--- config.mk ---
export PLATFORM = sky130hd
export DESIGN_NAME = fifo_stream_reader_flat
export DESIGN_NICKNAME = d
export VERILOG_FILES = /design/src/rtl/fifo_stream_reader_if.sv /design/src/rtl/fifo_stream_reader.sv /design/src/flat_wrapper.sv
export SDC_FILE = /design/constraint.sdc
export NUM_CORES = 1
export LEC_CHECK = 0
export CAP_MARGIN = 20
export CORE_ASPECT_RATIO = 1.5
export CORE_UTILIZATION = 46
export CTS_CLUSTER_SIZE = 28
export DETAILED_ROUTE_END_ITERATION = 10
export PLACE_DENSITY = 0.84
export SYNTH_ARGS = -nofsm -noshare
export SYNTH_HDL_FRONTEND = slang
export SYNTH_SLANG_ARGS = --single-unit
export TNS_END_PERCENT = 50
--- constraint.sdc ---
create_clock -name clk -period 1.6 [get_ports clk]
set_input_delay 0.32 -clock clk [delete_from_list [all_inputs] [get_ports clk]]
set_output_delay 0.32 -clock clk [all_outputs]
set_load 0.01 [all_outputs]
--- src/rtl/fifo_stream_reader_if.sv ---
// fifo_stream_reader_if
//   Bundles the two handshakes seen by the FIFO read-side adapter:
//   the FIFO read port (read strobe, empty flag, registered read data)
//   and the downstream valid/ready stream.
//
//   master : the adapter (drives fifo_read, m_valid, m_data)
//   slave  : the surrounding FIFO + consumer (drives fifo_empty,
//            fifo_read_data, m_ready)
interface fifo_stream_reader_if #(
    parameter int unsigned DATA_WIDTH = 8
);
    logic                  fifo_empty;
    logic                  fifo_read;
    logic [DATA_WIDTH-1:0] fifo_read_data;
    logic                  m_valid;
    logic                  m_ready;
    logic [DATA_WIDTH-1:0] m_data;

    modport master (
        input  fifo_empty,
        input  fifo_read_data,
        input  m_ready,
        output fifo_read,
        output m_valid,
        output m_data
    );

    modport slave (
        output fifo_empty,
        output fifo_read_data,
        output m_ready,
        input  fifo_read,
        input  m_valid,
        input  m_data
    );
endinterface

--- src/rtl/fifo_stream_reader.sv ---
// fifo_stream_reader
//   Drains a synchronous FIFO (read strobe, one-cycle registered read data,
//   empty flag) and presents the words as a valid/ready stream. A 3-entry
//   circular buffer absorbs the read latency so one word per enabled cycle
//   is sustained. fifo_read depends only on reset, clk_enable, fifo_empty
//   and registered state, never on m_ready.
//
// Ports:
//   clk         rising-edge clock
//   reset       synchronous, active-low reset
//   clk_enable  global advance enable; when 0 all state holds
//   bus         fifo_stream_reader_if.master (FIFO read port + stream)
//   occupancy   words held in the internal buffer (0..3)
//   word_count  words delivered, wraps modulo 2**COUNT_WIDTH
module fifo_stream_reader #(
    parameter int unsigned DATA_WIDTH  = 8,
    parameter int unsigned COUNT_WIDTH = 16
) (
    input  logic                   clk,
    input  logic                   reset,
    input  logic                   clk_enable,
    fifo_stream_reader_if.master   bus,
    output logic [1:0]             occupancy,
    output logic [COUNT_WIDTH-1:0] word_count
);

    logic [1:0]             occ;
    logic                   pend;
    logic [1:0]             rd_idx;
    logic [1:0]             wr_idx;
    logic [DATA_WIDTH-1:0]  mem [3];
    logic [COUNT_WIDTH-1:0] count;

    logic [2:0] fill;
    logic       capture;
    logic       pop;

    function automatic logic [1:0] next_idx(input logic [1:0] idx);
        return (idx == 2'd2) ? 2'd0 : idx + 2'd1;
    endfunction

    // Words held plus the word already requested; keeping this below 3
    // before issuing a read is what guarantees the buffer never overflows.
    assign fill = {1'b0, occ} + {2'b00, pend};

    assign bus.fifo_read = reset & clk_enable & ~bus.fifo_empty & (fill < 3'd3);
    assign bus.m_valid   = (occ != 2'd0);

    assign capture = clk_enable & pend;
    assign pop     = bus.m_valid & bus.m_ready & clk_enable;

    always_comb begin
        bus.m_data = mem[0];
        case (rd_idx)
            2'd1:    bus.m_data = mem[1];
            2'd2:    bus.m_data = mem[2];
            default: bus.m_data = mem[0];
        endcase
    end

    always_ff @(posedge clk) begin
        if (!reset) begin
            occ    <= '0;
            pend   <= 1'b0;
            rd_idx <= '0;
            wr_idx <= '0;
            count  <= '0;
            for (int unsigned i = 0; i < 3; i++) begin
                mem[i] <= '0;
            end
        end else if (clk_enable) begin
            pend <= bus.fifo_read;

            if (capture) begin
                case (wr_idx)
                    2'd1:    mem[1] <= bus.fifo_read_data;
                    2'd2:    mem[2] <= bus.fifo_read_data;
                    default: mem[0] <= bus.fifo_read_data;
                endcase
                wr_idx <= next_idx(wr_idx);
            end

            if (pop) begin
                rd_idx <= next_idx(rd_idx);
                count  <= count + COUNT_WIDTH'(1);
            end

            case ({capture, pop})
                2'b10:   occ <= occ + 2'd1;
                2'b01:   occ <= occ - 2'd1;
                default: occ <= occ;
            endcase
        end
    end

    assign occupancy  = occ;
    assign word_count = count;

endmodule

--- src/flat_wrapper.sv ---
// flat-port wrapper written by rule: the top's interface ports become plain ports
module fifo_stream_reader_flat 
#(
    parameter int unsigned DATA_WIDTH  = 8,
    parameter int unsigned COUNT_WIDTH = 16
)
  (clk, reset, clk_enable, occupancy, word_count, bus_fifo_empty, bus_fifo_read_data, bus_m_ready, bus_fifo_read, bus_m_valid, bus_m_data);
  fifo_stream_reader_if #(.DATA_WIDTH(DATA_WIDTH)) bus_i ();
  input  logic clk;
  input  logic reset;
  input  logic clk_enable;
  output logic [1:0] occupancy;
  output logic [COUNT_WIDTH-1:0] word_count;
  input wire logic [$bits(bus_i.fifo_empty)-1:0] bus_fifo_empty;
  input wire logic [$bits(bus_i.fifo_read_data)-1:0] bus_fifo_read_data;
  input wire logic [$bits(bus_i.m_ready)-1:0] bus_m_ready;
  output wire logic [$bits(bus_i.fifo_read)-1:0] bus_fifo_read;
  output wire logic [$bits(bus_i.m_valid)-1:0] bus_m_valid;
  output wire logic [$bits(bus_i.m_data)-1:0] bus_m_data;
  assign bus_i.fifo_empty = bus_fifo_empty;
  assign bus_i.fifo_read_data = bus_fifo_read_data;
  assign bus_i.m_ready = bus_m_ready;
  assign bus_fifo_read = bus_i.fifo_read;
  assign bus_m_valid = bus_i.m_valid;
  assign bus_m_data = bus_i.m_data;
  fifo_stream_reader #(.DATA_WIDTH(DATA_WIDTH), .COUNT_WIDTH(COUNT_WIDTH)) u_core (.clk(clk), .reset(reset), .clk_enable(clk_enable), .bus(bus_i), .occupancy(occupancy), .word_count(word_count));
endmodule
==> metrics.md <==
| Metric | Value |
|---|---|
| Vias in the first global route | 1877 |
| CTS tree | built |
| Cell count after synthesis | 198 |
| Post-synth top area cell | edfxtp_1 |
| Die span in y | 85.2 um |
| Pwr Total | 2220 uW |
| Port Buffers | 40 |
| Synth async-reset ratio | 0% |
| Worst-Margin Slew | 0.284 ns |
| Ratio of cells with drive above 1 in the final layout | 36.7% |
| Setup_tns | -1.51 ns |
| Max Fclk | 544 MHz |
| Status | complete, but fails checks |
| Hold buffer count at cts | 0 |
| CTS sink count | 47 |
| Die area | 0.00490 mm^2 |
| CTS buffer count | 5 |
| Initial Utilization | 49.2% |
| CTS clk-pin slew, worst paths | 0.09 ns |
| Largest net degree at the start of global routing | 16 |
| Syn Area/Cell | 10.7 um^2 |
| Worst path arrival time | 1.52 ns |
| Row cnt | 29 |
| Setup CP Type | reg2out |
| FF+latch count, synth | 47 |
| Syn_nets | 223 |
| RSZ-0062 raised after global routing | true |
| Post-synth EDFFs | 24 |
| Initial antenna violation count | 0 |
| Top FF cell, synth | edfxtp_1 |
| Final Core Density | 72.8% |
| # Max-Cap Violations | 0 |
| Synth warn | 0 |
| Hold Fails Final Rpt | 0 |
| Worst Skew | 0.00474 ns |
| Via count | 1822 |
| Worst hold margin | 0.504 ns |
| Worst Setup End Kind | output pin |
| Worst R2R Setup Slack | 0.05 ns |
| ANT nets after route | 0 |
| Synthesized area | 0.00212 mm^2 |
| RePlAce Congestion | 0.776 |
| CTS max path bufs | 2 |
| Gr ovfl total | 0 |
| CP Cell Sequence | ha_4 > ha_4 > a2111oi_4 > buf_2 |
| Startpoint Class | register |
| WP depth | 4 |
| IO Pins | 41 |
| P per Cell Area | 707 mW/mm^2 |
| Share of the synthesized area in the top cell type | 33.9% |
| Hold depth | 2 |
| Most frequent cells after synthesis | 24 x edfxtp_1, 23 x dfxtp_1, 23 x nor2_1 |
| Starting DRT DRC Count | 45 |
| Max Slew Vio Count | 0 |
| Critical Path Most Common Cell | ha_4 |
| Finished Cell Area | 0.00314 mm^2 |
| Pleak | 0.00126 uW |
| IR drop worst, VDD | 0.000577 V |
| Via density | 5.68 |
| Final HPWL DP | 3.44 mm |
| Antenna cells | 0 |
| # fillers | 290 |
| DRC | 3 |
| Area growth syn-to-layout | 48.0% |
| CP required | 1.28 ns |
| TritonRoute pass-1 iters | 7 |
| Fin crit share | 115% |
| Worst skew pair latency | 0.30 ns |
| Final Setup Violations | 9 |
| First-pass GRT wire length | 8.54 mm |
| Overall die width | 57.5 um |
| Final min period | 1.84 ns |
| Final WS setup | -0.239 ns |
| Synth top area cells | edfxtp_1 34%, dfxtp_1 22%, ha_1 7.1% |
| Core area | 0.00432 mm^2 |
| Worst-path cell with the longest stage delay | dfxtp_2 |
| Crit Path Max Fanout | 2 |
| Post-Route WL | 5.42 mm |
| Post-synth cell types | 36 |
| Relative slew slack | 81.1% |
| Crit path largest cell delay | 0.34 ns |
| H-tree Lvls | 2 |
| Buf/Inv on CP | 1 |
| Avg WL per Cell | 16.9 um |
| DP Area | 0.00282 mm^2 |
| Hold Path Class | reg2reg |
| Top delay family on crit path | adder cells |
| Nets | 299 |
| Seq/Total Area, Yosys | 55.6% |
| Count leader, synth | edfxtp_1 |
| CTS root buf | clkbuf_8 |
| All-layer global routing usage | 23.0% |
| R2R depth | 7 |
| Failing checks | design-rule violations, negative setup slack |
## cell families (layout without fill, tap and decap cells)
kind of cell,Yosys count,in the layout,synth area share [%]
XOR/XNOR,10,10,4.13
flip-flops,47,47,55.6
buffers and inverters,17,93,3.30
AO/OA/AOI/OAI,41,41,12.4
multiplexers,1,1,0.471
AND/OR/NAND/NOR,70,71,17.0
adder cells (fa/ha/maj),12,12,7.07
## sequential cells by signal (all words and copies together), names as in the netlist
register / cells
u_core.pend: 1
u_core.occupancy: 2
u_core.wr_idx: 2
u_core.mem: 24
u_core.rd_idx: 2
u_core.word_count: 16
## repair_timing
action,4_1_cts,5_1_grt
gates resized for setup,84,20
pin swaps,22,10
endpoints found under the setup margin,47,48
gates cloned,1,0
buffers inserted,3,1
## stage by stage
stage | std cells | setup WS (ns)
2_1_floorplan | 198 | -0.0630
3_3_place_gp | 308 | -0.542
3_5_place_dp | 308 | -0.603
4_1_cts | 320 | -0.285
5_1_grt | 321 | -0.306
6_report | 321 | -0.239
## power breakdown
| group | switching [uW] | internal [uW] | total [uW] |
|---|---|---|---|
| clock network | 406 | 304 | 710 |
| registers | 17.7 | 1290 | 1310 |
| logic | 95.9 | 102 | 198 |
| total | 520 | 1700 | 2220 |
## metal layers
| layer | wire length (um) | track usage (%) |
|---|---|---|
| met5 | 0 | 0 |
| met4 | 237 | 12.2 |
| met3 | 267 | 4.42 |
| met2 | 2980 | 43.2 |
| met1 | 1940 | 23.0 |
## area by class of cell
cell class	count	area (um^2)	share of cell area (%)
flip-flops and latches	47	1200	38.3
clock inverters	3	20.0	0.637
clock buffers	5	68.8	2.19
inverters	8	32.5	1.04
well taps	46	57.6	1.83
repair buffers	77	694	22.1
multi-input cells	135	1070	33.9
## cell usage in the layout, fill, tap and decap left out, drive strengths merged, types with 5 or more instances in the layout
cell and n:
nand3 9, edfxtp 24, buf 47, nand2 13
ha 12, a21oi 18, dfxtp 23, nor2 23
a22oi 8, clkdlybuf4s50 24, o21ai 7, inv 8
xor2 7, and2 9, or3 6, clkbuf 5
## worst register-to-register path: stages, from the launching register on
cell	delay [ns]
dfxtp_4	0.36
buf_4	0.16
o211a_4	0.26
ha_4	0.21
nor2b_2	0.15
nand2_1	0.08
xor2_1	0.17
nor2_1	0.05
## final timing paths
path	from	endpoint
min	u_core.wr_idx[0]	u_core.wr_idx[0]
min reg2reg	u_core.wr_idx[0]	u_core.wr_idx[0]
max reg2reg	u_core.occupancy[1]	u_core.occupancy[1]
max	u_core.pend	bus_fifo_read
No activity file was read; power rests on OpenSTA's default activity.
